## src/rtl/pcm_to_i2s_tx_pkg.sv

```systemverilog
// Shared constants for the PCM-to-I2S transmitter: sample width, FSM encoding, position width helper.
// Latency: n/a (declarations only).
// Backpressure: n/a.
package pcm_to_i2s_tx_pkg;

    localparam int NUMBER_OF_BITS = 8;

    typedef enum logic {
        ST_SYNC = 1'b0,
        ST_RUN  = 1'b1
    } tx_state_t;

    function automatic int pos_width(input int slot_bits);
        return $clog2(2 * slot_bits);
    endfunction

endpackage

```

## src/rtl/i2s_tx_clkgen.sv

```systemverilog
// I2S bit-clock divider: sck toggles every CLK_DIV clk cycles, fall_stb flags each 1->0 toggle.
// Latency: fall_stb is high in the clk cycle whose closing edge drives sck low.
// Backpressure: none, free-running.
module i2s_tx_clkgen
    import pcm_to_i2s_tx_pkg::*;
#(
    parameter int CLK_DIV = 2
) (
    input  logic clk,
    input  logic rst_n,
    output logic sck,
    output logic fall_stb
);

    localparam int DW = (CLK_DIV > 1) ? $clog2(CLK_DIV) : 1;
    localparam logic [DW-1:0] WRAP = DW'(CLK_DIV - 1);

    logic [DW-1:0] div_cnt;
    logic          wrap;

    assign wrap     = (div_cnt == WRAP);
    assign fall_stb = wrap && sck;

    always_ff @(posedge clk or negedge rst_n) begin
        if (!rst_n) begin
            div_cnt <= '0;
            sck     <= 1'b0;
        end else if (wrap) begin
            div_cnt <= '0;
            sck     <= !sck;
        end else begin
            div_cnt <= div_cnt + DW'(1);
        end
    end

endmodule

```

## src/rtl/pcm_to_i2s_tx.sv

```systemverilog
// Stereo PCM to Philips I2S transmitter (controller mode); optional underrun counter via I2S_TX_UNDERRUN_CNT_EN.
// Latency: a pair accepted before a frame boundary is the left MSB at that boundary; worst case one frame plus one bit.
// Backpressure: in_ready low while the single holding register is full; empty holding at a boundary sends silence.
module pcm_to_i2s_tx
    import pcm_to_i2s_tx_pkg::*;
#(
    parameter int SLOT_BITS = 16,
    parameter int CLK_DIV   = 2
) (
    input  logic                      clk,
    input  logic                      rst_n,
    input  logic                      in_valid,
    output logic                      in_ready,
    input  logic [NUMBER_OF_BITS-1:0] in_left,
    input  logic [NUMBER_OF_BITS-1:0] in_right,
    output logic                      sck,
    output logic                      ws,
    output logic                      sd
`ifdef I2S_TX_UNDERRUN_CNT_EN
    ,
    output logic [7:0]                underrun_cnt
`endif
);

    localparam int PW = pos_width(SLOT_BITS);
    localparam int BW = (NUMBER_OF_BITS > 1) ? $clog2(NUMBER_OF_BITS) : 1;
    localparam logic [PW-1:0] SLOT_P = PW'(SLOT_BITS);
    localparam logic [PW-1:0] LAST_P = PW'(2 * SLOT_BITS - 1);
    localparam logic [PW-1:0] WS_LO  = PW'(SLOT_BITS - 1);
    localparam logic [PW-1:0] WS_HI  = PW'(2 * SLOT_BITS - 2);
    localparam logic [PW-1:0] NB_P   = PW'(NUMBER_OF_BITS);
    localparam logic [BW-1:0] MSB_I  = BW'(NUMBER_OF_BITS - 1);

    logic                      fall_stb;
    tx_state_t                 state, state_nxt;
    logic [PW-1:0]             pos, pos_nxt, spos;
    logic                      full, take, boundary, right_slot;
    logic [NUMBER_OF_BITS-1:0] hold_l, hold_r, frame_l, frame_r;
    logic [NUMBER_OF_BITS-1:0] frame_l_nxt, frame_r_nxt, sel;
    logic [BW-1:0]             bit_idx;
    logic                      sd_nxt, ws_nxt;

    i2s_tx_clkgen #(
        .CLK_DIV (CLK_DIV)
    ) u_clkgen (
        .clk      (clk),
        .rst_n    (rst_n),
        .sck      (sck),
        .fall_stb (fall_stb)
    );

    always_comb begin
        state_nxt = state;
        case (state)
            ST_SYNC: if (fall_stb) state_nxt = ST_RUN;
            ST_RUN:  state_nxt = ST_RUN;
            default: state_nxt = ST_SYNC;
        endcase
    end

    always_ff @(posedge clk or negedge rst_n) begin
        if (!rst_n) state <= ST_SYNC;
        else        state <= state_nxt;
    end

    assign in_ready = !full;
    assign take     = in_valid && !full;
    assign boundary = fall_stb && ((state == ST_SYNC) || (pos == LAST_P));

    // sd/ws are computed from the position being entered, so they land with the falling sck edge.
    always_comb begin
        pos_nxt     = boundary ? '0 : pos + PW'(1);
        frame_l_nxt = frame_l;
        frame_r_nxt = frame_r;
        if (boundary) begin
            frame_l_nxt = full ? hold_l : '0;
            frame_r_nxt = full ? hold_r : '0;
        end
        right_slot = (pos_nxt >= SLOT_P);
        spos       = right_slot ? (pos_nxt - SLOT_P) : pos_nxt;
        sel        = right_slot ? frame_r_nxt : frame_l_nxt;
        bit_idx    = MSB_I - BW'(spos);
        sd_nxt     = (spos < NB_P) && sel[bit_idx];
        ws_nxt     = (pos_nxt >= WS_LO) && (pos_nxt <= WS_HI);
    end

    always_ff @(posedge clk or negedge rst_n) begin
        if (!rst_n) begin
            pos     <= LAST_P;
            sd      <= 1'b0;
            ws      <= 1'b0;
            frame_l <= '0;
            frame_r <= '0;
        end else if (fall_stb) begin
            pos     <= pos_nxt;
            sd      <= sd_nxt;
            ws      <= ws_nxt;
            frame_l <= frame_l_nxt;
            frame_r <= frame_r_nxt;
        end
    end

    // take needs !full and a load needs full, so the two branches are exclusive.
    always_ff @(posedge clk or negedge rst_n) begin
        if (!rst_n) begin
            full   <= 1'b0;
            hold_l <= '0;
            hold_r <= '0;
        end else if (take) begin
            full   <= 1'b1;
            hold_l <= in_left;
            hold_r <= in_right;
        end else if (boundary && full) begin
            full   <= 1'b0;
        end
    end

`ifdef I2S_TX_UNDERRUN_CNT_EN
    always_ff @(posedge clk or negedge rst_n) begin
        if (!rst_n)
            underrun_cnt <= 8'h00;
        else if (boundary && !full && (underrun_cnt != 8'hFF))
            underrun_cnt <= underrun_cnt + 8'h01;
    end
`endif

endmodule
```

## config.mk

```make
export PLATFORM = sky130hd
export DESIGN_NAME = pcm_to_i2s_tx
export DESIGN_NICKNAME = d
export VERILOG_FILES = /design/src/rtl/pcm_to_i2s_tx_pkg.sv /design/src/rtl/i2s_tx_clkgen.sv /design/src/rtl/pcm_to_i2s_tx.sv
export SDC_FILE = /design/constraint.sdc
export NUM_CORES = 1
export LEC_CHECK = 0
export BUFFER_PORTS_ARGS = -buffer_cell sky130_fd_sc_hd__buf_2
export CAP_MARGIN = 20
export CORE_UTILIZATION = 43
export DETAILED_ROUTE_END_ITERATION = 10
export MAX_ROUTING_LAYER = met4
export SYNTH_ARGS = -nofsm -noshare
export SYNTH_HDL_FRONTEND = slang
export SYNTH_SLANG_ARGS = --single-unit
```

## constraint.sdc

```tcl
create_clock -name clk -period 2.5 [get_ports clk]
set_clock_uncertainty 0.15 [all_clocks]
set_input_delay 0.5 -clock clk [delete_from_list [all_inputs] [get_ports clk]]
set_output_delay 0.5 -clock clk [all_outputs]
set_load 0.02 [all_outputs]
```

==> results.cfg, run 1 <==
[finish]
n_fill_cell = 409
syn_to_final_growth_pct = 14.0
nets = 222
drive_above_1_share_pct = 32.7
multi_input_area_um2 = 766
final_area_mm2 = 0.00221
diodes = 0
post-route-util_pct = 50.8
ff_latch_area_mm2 = 0.00108
layout_commonest_cell = nand2_1
final_cell_mix = nand2_1 (47), dfrtp_1 (38), buf_2 (22), nand3_1 (18), mux2_2 (17)

[flow_run]
cap_violations = 0

[sta]
grt_setup_unrepaired = no
slew-limit-headroom_pct = 69.4
fmax_mhz = 427
min_period_ns = 2.34
finalSetupViolCount = 0
finalSetupTns_ns = 0
drv_slew = 0
hold_violations = 4
fin_crit_sh_pct = 93.7
hold_slack_ns = -0.00357
worst_pin_slew_ns = 0.459

[critical_path]
crit_type = reg2reg
critPathCaptureType = register
cp-endpoint = sd
arrival_ns = 2.38
cp_common_cell = ha_1
r2r_cells = 7
crit_path_top_delay_cell = mux4_1
r2r-start = pos[0]
slowest_delay_ns = 0.58
crit_family = adder cells
path_depth = 7
path_buf_inv = 0
start_kind = register
cp_cell_sequence = ha_1 -> and3_1 -> ha_1 -> mux4_1 -> nand3_1 -> nand4_1 -> o211a_1
crit_fanout = 5
required_ns = 2.54
r2r_slack_ns = 0.16
worstReg2RegEnd = sd
crit_start = pos[0]

[cts]
cts_buffer_depth = 2
cts_sinks = 43
postCtsSetupBuffers = 0
clock_latency_ns = 0.29
cts_tree = built
htreeDepth = 2
cts-hold-fix-buffers = 0
clk_pin_slew_ns = 0.08
numCtsBuffers = 5
cts-resized-gates = 0
clock-root-buffer = clkbuf_8

[synthesis]
synth_edf_count = 0
syn_area_mm2 = 0.00194
ys_types = 36
synth_top_area_cell = dfrtp_1
synth.net_count = 196
yosys_register_bits = 43
synth_top_area_share_pct = 49.0
synth_area_leaders = dfrtp_1 (49%), mux2_2 (9.9%), nand2_1 (9.1%)
syn_inst = 175
seq_area_frac_synth_pct = 55.8
synth_ff_type = dfrtp_1
synthArstFlopShare_pct = 100
yosysWarnings = 0
avgSynthCellArea_um2 = 11.1

[place]
gp_congestion = 0.838
port_buffers = 22
placed_cell_area_mm2 = 0.00209
dp_hpwl_mm = 2.68

[routing]
ant_nets = 0
drt-vias-per-instance = 5.11
firstDrtPassIters = 5
finalWirelength_mm = 3.53
initialDrtViolationCount = 74
drcViolationCount = 0
vias = 1299
drt-wirelength-per-cell_um = 13.9

[global_routing]
grt_pass1_wl_mm = 6.10
grt_max_degree = 23
first_global_vias = 1310
antenna_found_initial = 0
overflow = 0
groute.usage.overall_pct = 16.7

[floorplanning]
row_count = 24
initial_core_util_pct = 44.6
fp.dieH_um = 69.2
die_w_um = 69.2
dieArea_mm2 = 0.00479
io_pins = 23
core-area_mm2 = 0.00435

[worst_hold_path]
hold_class = in2async

[power_and_ir_drop]
ir_drop_mv = 0.406
power.density_mw_per_mm2 = 782
power.leakage_nw = 1.07

[outcome]
outcome = complete, but fails checks
violations = hold timing
## area by class of cell
cell class,count,share of cell area (%)
Sequential cell,43,48.9
Multi-Input combinational cell,118,34.6
Timing Repair Buffer,30,7.69
Clock buffer,6,3.73
Tap cell,52,2.94
Clock inverter,2,1.58
Inverter,3,0.509
## power by group
group / switching, W / internal, W / total [W]
logic: 0.0000855 / 0.000141 / 0.000227
registers: 0.0000955 / 0.000859 / 0.000955
clock network: 0.000226 / 0.000323 / 0.000549
total: 0.000407 / 0.00132 / 0.00173
## routing by layer
metal	routed length [um]	share of wire, %	vias to the layer above	track usage, %
met4	46	1.3	0	4.76
met1	1640	47	632	20.7
met3	116	3.3	6	4.51
met2	1720	49	19	27.1
met5	0	0	-	-
li1	-	-	642	-
## cell usage after synthesis (all sizes together), types with 2 or more instances
cell type / n
xnor2: 2
inv: 2
ha: 2
nand2: 47
dfstp: 5
nor2: 2
o21ai: 4
mux4: 3
and2: 3
nand3: 18
a21oi: 2
a31oi: 2
nor3: 2
xor2: 2
buf: 11
mux2: 17
dfrtp: 38
## logic make-up after synthesis
group,after synthesis,share of synthesized area (%)
mux,20,13.5
simple gates,79,18.5
fa+ha+maj,2,1.29
compound gates,13,4.32
buf+inv,14,4.77
xor+xnor,4,1.81
flops,43,55.8
## sequential cells by signal, indices dropped and copies added (netlist names)
signal,flops
frame_l,8
hold_l,8
full,1
ws,1
u_clkgen.sck,1
state,1
u_clkgen.div_cnt,1
sd,1
pos,5
hold_r,8
frame_r,8
## metrics by stage
step           std cells  total power, W  setup slack (ns)
5_1_grt              254         0.00183            0.0466
3_3_place_gp         246         0.00118             0.205
2_1_floorplan        175         0.00111             0.290
6_report             254         0.00173             0.158
4_1_cts              254         0.00175             0.147
3_5_place_dp         246         0.00120             0.156
## how the worst min path moves through the flow
stage	startpoint	endpoint	slack [ns]	cells after the start
after global placement	frame_l[1]	frame_l[1]	0.31	2
after floorplan	rst_n	frame_l[0]	0.05	0
final	rst_n	hold_r[5]	-0.004	1
after detailed placement	frame_l[4]	frame_l[4]	0.31	2
after CTS	rst_n	frame_l[3]	0.01	1
after global routing	rst_n	hold_r[5]	0.03	1
Note: power is estimated with default switching activity, not from simulation.
==> run 2: changes to the inputs <==
--- a/config.mk
+++ b/config.mk
@@ -7,7 +7,7 @@
 export LEC_CHECK = 0
 export BUFFER_PORTS_ARGS = -buffer_cell sky130_fd_sc_hd__buf_2
 export CAP_MARGIN = 20
-export CORE_UTILIZATION = 43
+export CORE_UTILIZATION = 25
 export DETAILED_ROUTE_END_ITERATION = 10
 export MAX_ROUTING_LAYER = met4
 export SYNTH_ARGS = -nofsm -noshare
==> results.cfg, run 2 (synthesis gave the netlist of run 1 again) <==
[critical_path]
start_kind = register
crit_type = reg2reg
required_ns = 2.54
arrival_ns = 2.38
r2r-start = pos[0]
r2r_slack_ns = 0.16
crit_fanout = 9
worstReg2RegEnd = sd
r2r_cells = 7
critPathCaptureType = register

[global_routing]
groute.usage.overall_pct = 10.1
antenna_found_initial = 0
first_global_vias = 1336
grt_max_degree = 44
grt_pass1_wl_mm = 6.42
overflow = 0

[routing]
finalWirelength_mm = 3.58
drt-vias-per-instance = 4.33
firstDrtPassIters = 4
initialDrtViolationCount = 68
ant_nets = 0
drt-wirelength-per-cell_um = 12.0
vias = 1291
drcViolationCount = 0

[finish]
fin_cells = 298
final_cell_mix = nand2_1 (47), dfrtp_1 (38), buf_2 (22), nand3_1 (18), mux2_2 (17)
nets = 219
layout_commonest_cell = nand2_1
final_area_mm2 = 0.00222
drive_above_1_share_pct = 31.7
syn_to_final_growth_pct = 14.6
diodes = 0
n_fill_cell = 785

[cts]
cts_sinks = 43
cts_buffer_depth = 2
clk_pin_slew_ns = 0.08
numCtsBuffers = 5
clock-root-buffer = clkbuf_8
clock_latency_ns = 0.29
cts_tree = built
htreeDepth = 2

[worst_hold_path]
hold_class = in2async

[floorplanning]
row_count = 31
core-area_mm2 = 0.00737
io_pins = 23
dieArea_mm2 = 0.00812
die_w_um = 90.1
initial_core_util_pct = 26.3
fp.dieH_um = 90.1

[place]
numPlacedInstances = 290
port_buffers = 22
placed_cell_area_mm2 = 0.00213
dp_hpwl_mm = 2.52
gp_congestion = 0.843

[sta]
drv_slew = 0
finalSetupViolCount = 0
grt_setup_unrepaired = no
fin_crit_sh_pct = 93.6
slew-limit-headroom_pct = 62.9
finalSetupTns_ns = 0
min_period_ns = 2.34
hold_violations = 0
fmax_mhz = 427
worst_pin_slew_ns = 0.556

[power_and_ir_drop]
power.density_mw_per_mm2 = 723
power.leakage_nw = 1.04
ir_drop_mv = 0.421

[flow_run]
cap_violations = 0

[outcome]
outcome = finished clean
-- run 2: cell types whose count changed in the layout (fill, tap and decap cells not counted) --
cell,previous run,this run
buf_4,8,5
bufinv_16,1,0
clkbuf_1,0,1
ha_1,2,1
ha_2,0,1
-- run 2: report_power, final --
part	total [W]	internal [W]	switching, W
clock	0.000441	0.000223	0.000218
combinational	0.000219	0.000139	0.0000808
sequential	0.000949	0.000859	0.0000893
total	0.00161	0.00122	0.000388
-- run 2: how the worst max path moves through the flow --
stage	from	to	slack, ns
after floorplan	pos[0]	sd	0.29
after CTS	pos[0]	sd	0.13
final	pos[0]	sd	0.16
after global routing	pos[0]	sd	0.03
after detailed placement	pos[0]	sd	0.13
after global placement	pos[0]	sd	0.19
-- run 2: routing by layer --
metal | wire length [um] | vias up | global-route usage (%)
li1 | - | 635 | -
met1 | 1760 | 630 | 13.1
met2 | 1670 | 21 | 15.7
met3 | 116 | 5 | 2.62
met4 | 37 | 0 | 2.82
met5 | 0 | - | -
-- run 2: layout make-up --
cell class / instances / area (um^2) / share of cell area [%]
clock buffers: 7 / 86.3 / 3.88
clock inverters: 1 / 5.00 / 0.225
inverters: 3 / 11.3 / 0.506
multi-input cells: 118 / 768 / 34.5
flip-flops and latches: 43 / 1080 / 48.7
well taps: 99 / 124 / 5.57
repair buffers: 27 / 148 / 6.64
-- run 2: through the flow --
| stage | power, W | setup slack [ns] | utilization, % | hold WS, ns |
|---|---|---|---|---|
| after CTS | 0.00164 | 0.134 | 30.2 | 0.133 |
| final | 0.00161 | 0.159 | 30.2 | 0.120 |
| after global placement | 0.00118 | 0.194 | 28.9 | 0.300 |
| after global routing | 0.00172 | 0.0316 | 30.2 | 0.168 |
| after detailed placement | 0.00119 | 0.134 | 28.9 | 0.301 |
| after floorplan | 0.00111 | 0.290 | - | 0.0544 |
-- run 2: repair_timing --
action / 4_1_cts / 5_1_grt
gates resized for setup: 0 / 1
hold buffers: 0 / 0
setup buffers: 0 / 0
endpoints found under the setup margin: 0 / 1
-- run 2: critical path, stage by stage (launching register included) --
cell     delay (ns)
dfstp_2        0.42
ha_1           0.23
and3_1         0.19
ha_2           0.39
mux4_1         0.55
nand3_1        0.09
nand4_1        0.10
o211a_1        0.12
==> run 3: changes to the inputs <==
--- a/config.mk
+++ b/config.mk
@@ -10,6 +10,8 @@
 export CORE_UTILIZATION = 25
 export DETAILED_ROUTE_END_ITERATION = 10
 export MAX_ROUTING_LAYER = met4
+export RECOVER_POWER = 25
+export SETUP_SLACK_MARGIN = 0.3
 export SYNTH_ARGS = -nofsm -noshare
 export SYNTH_HDL_FRONTEND = slang
 export SYNTH_SLANG_ARGS = --single-unit
==> results.cfg, run 3 (synthesis gave the netlist of run 1 again) <==
[power_and_ir_drop]
power.density_mw_per_mm2 = 712
ir_drop_mv = 0.401
power.leakage_nw = 1.03

[sta]
finalSetupTns_ns = 0
drv_slew = 0
finalSetupViolCount = 0
fin_crit_sh_pct = 87.2
hold_violations = 0
grt_setup_unrepaired = yes
worst_pin_slew_ns = 1.12
fmax_mhz = 459
min_period_ns = 2.18
slew-limit-headroom_pct = 25.2

[floorplanning]
row_count = 31
initial_core_util_pct = 26.3
die_w_um = 90.1
dieArea_mm2 = 0.00812
core-area_mm2 = 0.00737
io_pins = 23
fp.dieH_um = 90.1

[finish]
ff_latch_area_mm2 = 0.00108
n_fill_cell = 789
multi_input_area_um2 = 792
diodes = 0
syn_to_final_growth_pct = 15.7
final_cell_mix = nand2_1 (47), dfrtp_1 (38), buf_2 (21), nand3_1 (18), mux2_2 (17)
layout_commonest_cell = nand2_1
drive_above_1_share_pct = 33.0
nets = 220
fin_cells = 299

[cts]
htreeDepth = 2
cts_tree = built
cts_sinks = 43
cts_buffer_depth = 2
clk_pin_slew_ns = 0.08
clock-root-buffer = clkbuf_8
postCtsSetupBuffers = 0
cts-hold-fix-buffers = 0
numCtsBuffers = 5
clock_latency_ns = 0.30

[critical_path]
arrival_ns = 2.22
critPathCaptureType = register
r2r_slack_ns = 0.32
r2r_cells = 7
r2r-start = pos[0]
worstReg2RegEnd = sd
required_ns = 2.54
crit_type = reg2reg
start_kind = register
crit_fanout = 4

[place]
port_buffers = 22
dp_hpwl_mm = 2.66
gp_congestion = 0.879
numPlacedInstances = 291

[global_routing]
groute.usage.overall_pct = 10.3
first_global_vias = 1329
antenna_found_initial = 0
overflow = 0
grt_pass1_wl_mm = 6.52
grt_max_degree = 25

[routing]
vias = 1315
ant_nets = 0
firstDrtPassIters = 4
drt-vias-per-instance = 4.40
initialDrtViolationCount = 82
finalWirelength_mm = 3.68
drcViolationCount = 0
drt-wirelength-per-cell_um = 12.3

[flow_run]
cap_violations = 0

[outcome]
outcome = finished clean

[worst_hold_path]
hold_class = in2async
run 3: final cells by class:
| class | count | share of cell area, % |
|---|---|---|
| Clock inverter | 2 | 0.557 |
| Clock buffer | 6 | 3.23 |
| Sequential cell | 43 | 48.2 |
| Timing Repair Buffer | 28 | 6.74 |
| Multi-Input combinational cell | 118 | 35.3 |
| Tap cell | 99 | 5.52 |
| Inverter | 3 | 0.501 |
run 3: how the worst max path moves through the flow:
stage          startpoint  end  slack (ns)  depth (start not counted)
2_1_floorplan      pos[0]   sd        0.32                          8
3_3_place_gp       pos[1]   sd        0.28                          7
3_5_place_dp       pos[1]   sd        0.25                          7
4_1_cts            pos[0]   sd        0.31                          7
5_1_grt            pos[1]   sd        0.24                          7
6_report           pos[0]   sd        0.32                          7
run 3: per-layer routing:
metal	vias up	track usage [%]	share of wire (%)
met5	-	-	0
met4	0	3.63	1.6
met3	7	2.79	4.8
met2	31	15.8	46
met1	638	13.1	48
li1	639	-	-
run 3: timing repair:
action                                  4_1_cts  5_1_grt
pin swaps                                     0        1
endpoints found under the setup margin        1        1
gates resized for setup                       2        2
run 3: critical path, cell delays in order (launching register included):
cell and delay, ns:
dfstp_2 0.56, ha_4 0.14, and3_4 0.19, ha_4 0.17
mux4_2 0.49, clkinv_1 0.06, a31oi_1 0.08, o211a_1 0.22
run 3: where the power goes:
part	internal [W]	switching, W	leakage [nW]
registers	0.000859	0.0000876	0.513
logic	0.000138	0.0000812	0.476
clock network	0.000195	0.000238	0.0412
total	0.00119	0.000407	1.03
run 3: through the flow:
| stage | total power, W | setup slack (ns) | utilization [%] | hold WS, ns | instance area, um^2 |
|---|---|---|---|---|---|
| 2_1_floorplan | 0.00111 | 0.321 | - | 0.0544 | 1950 |
| 3_3_place_gp | 0.00118 | 0.282 | 29.4 | 0.301 | 2160 |
| 3_5_place_dp | 0.00119 | 0.246 | 29.4 | 0.304 | 2160 |
| 4_1_cts | 0.00163 | 0.314 | 30.7 | 0.0265 | 2260 |
| 5_1_grt | 0.00170 | 0.243 | 30.5 | 0.263 | 2250 |
| 6_report | 0.00160 | 0.319 | 30.5 | 0.242 | 2250 |
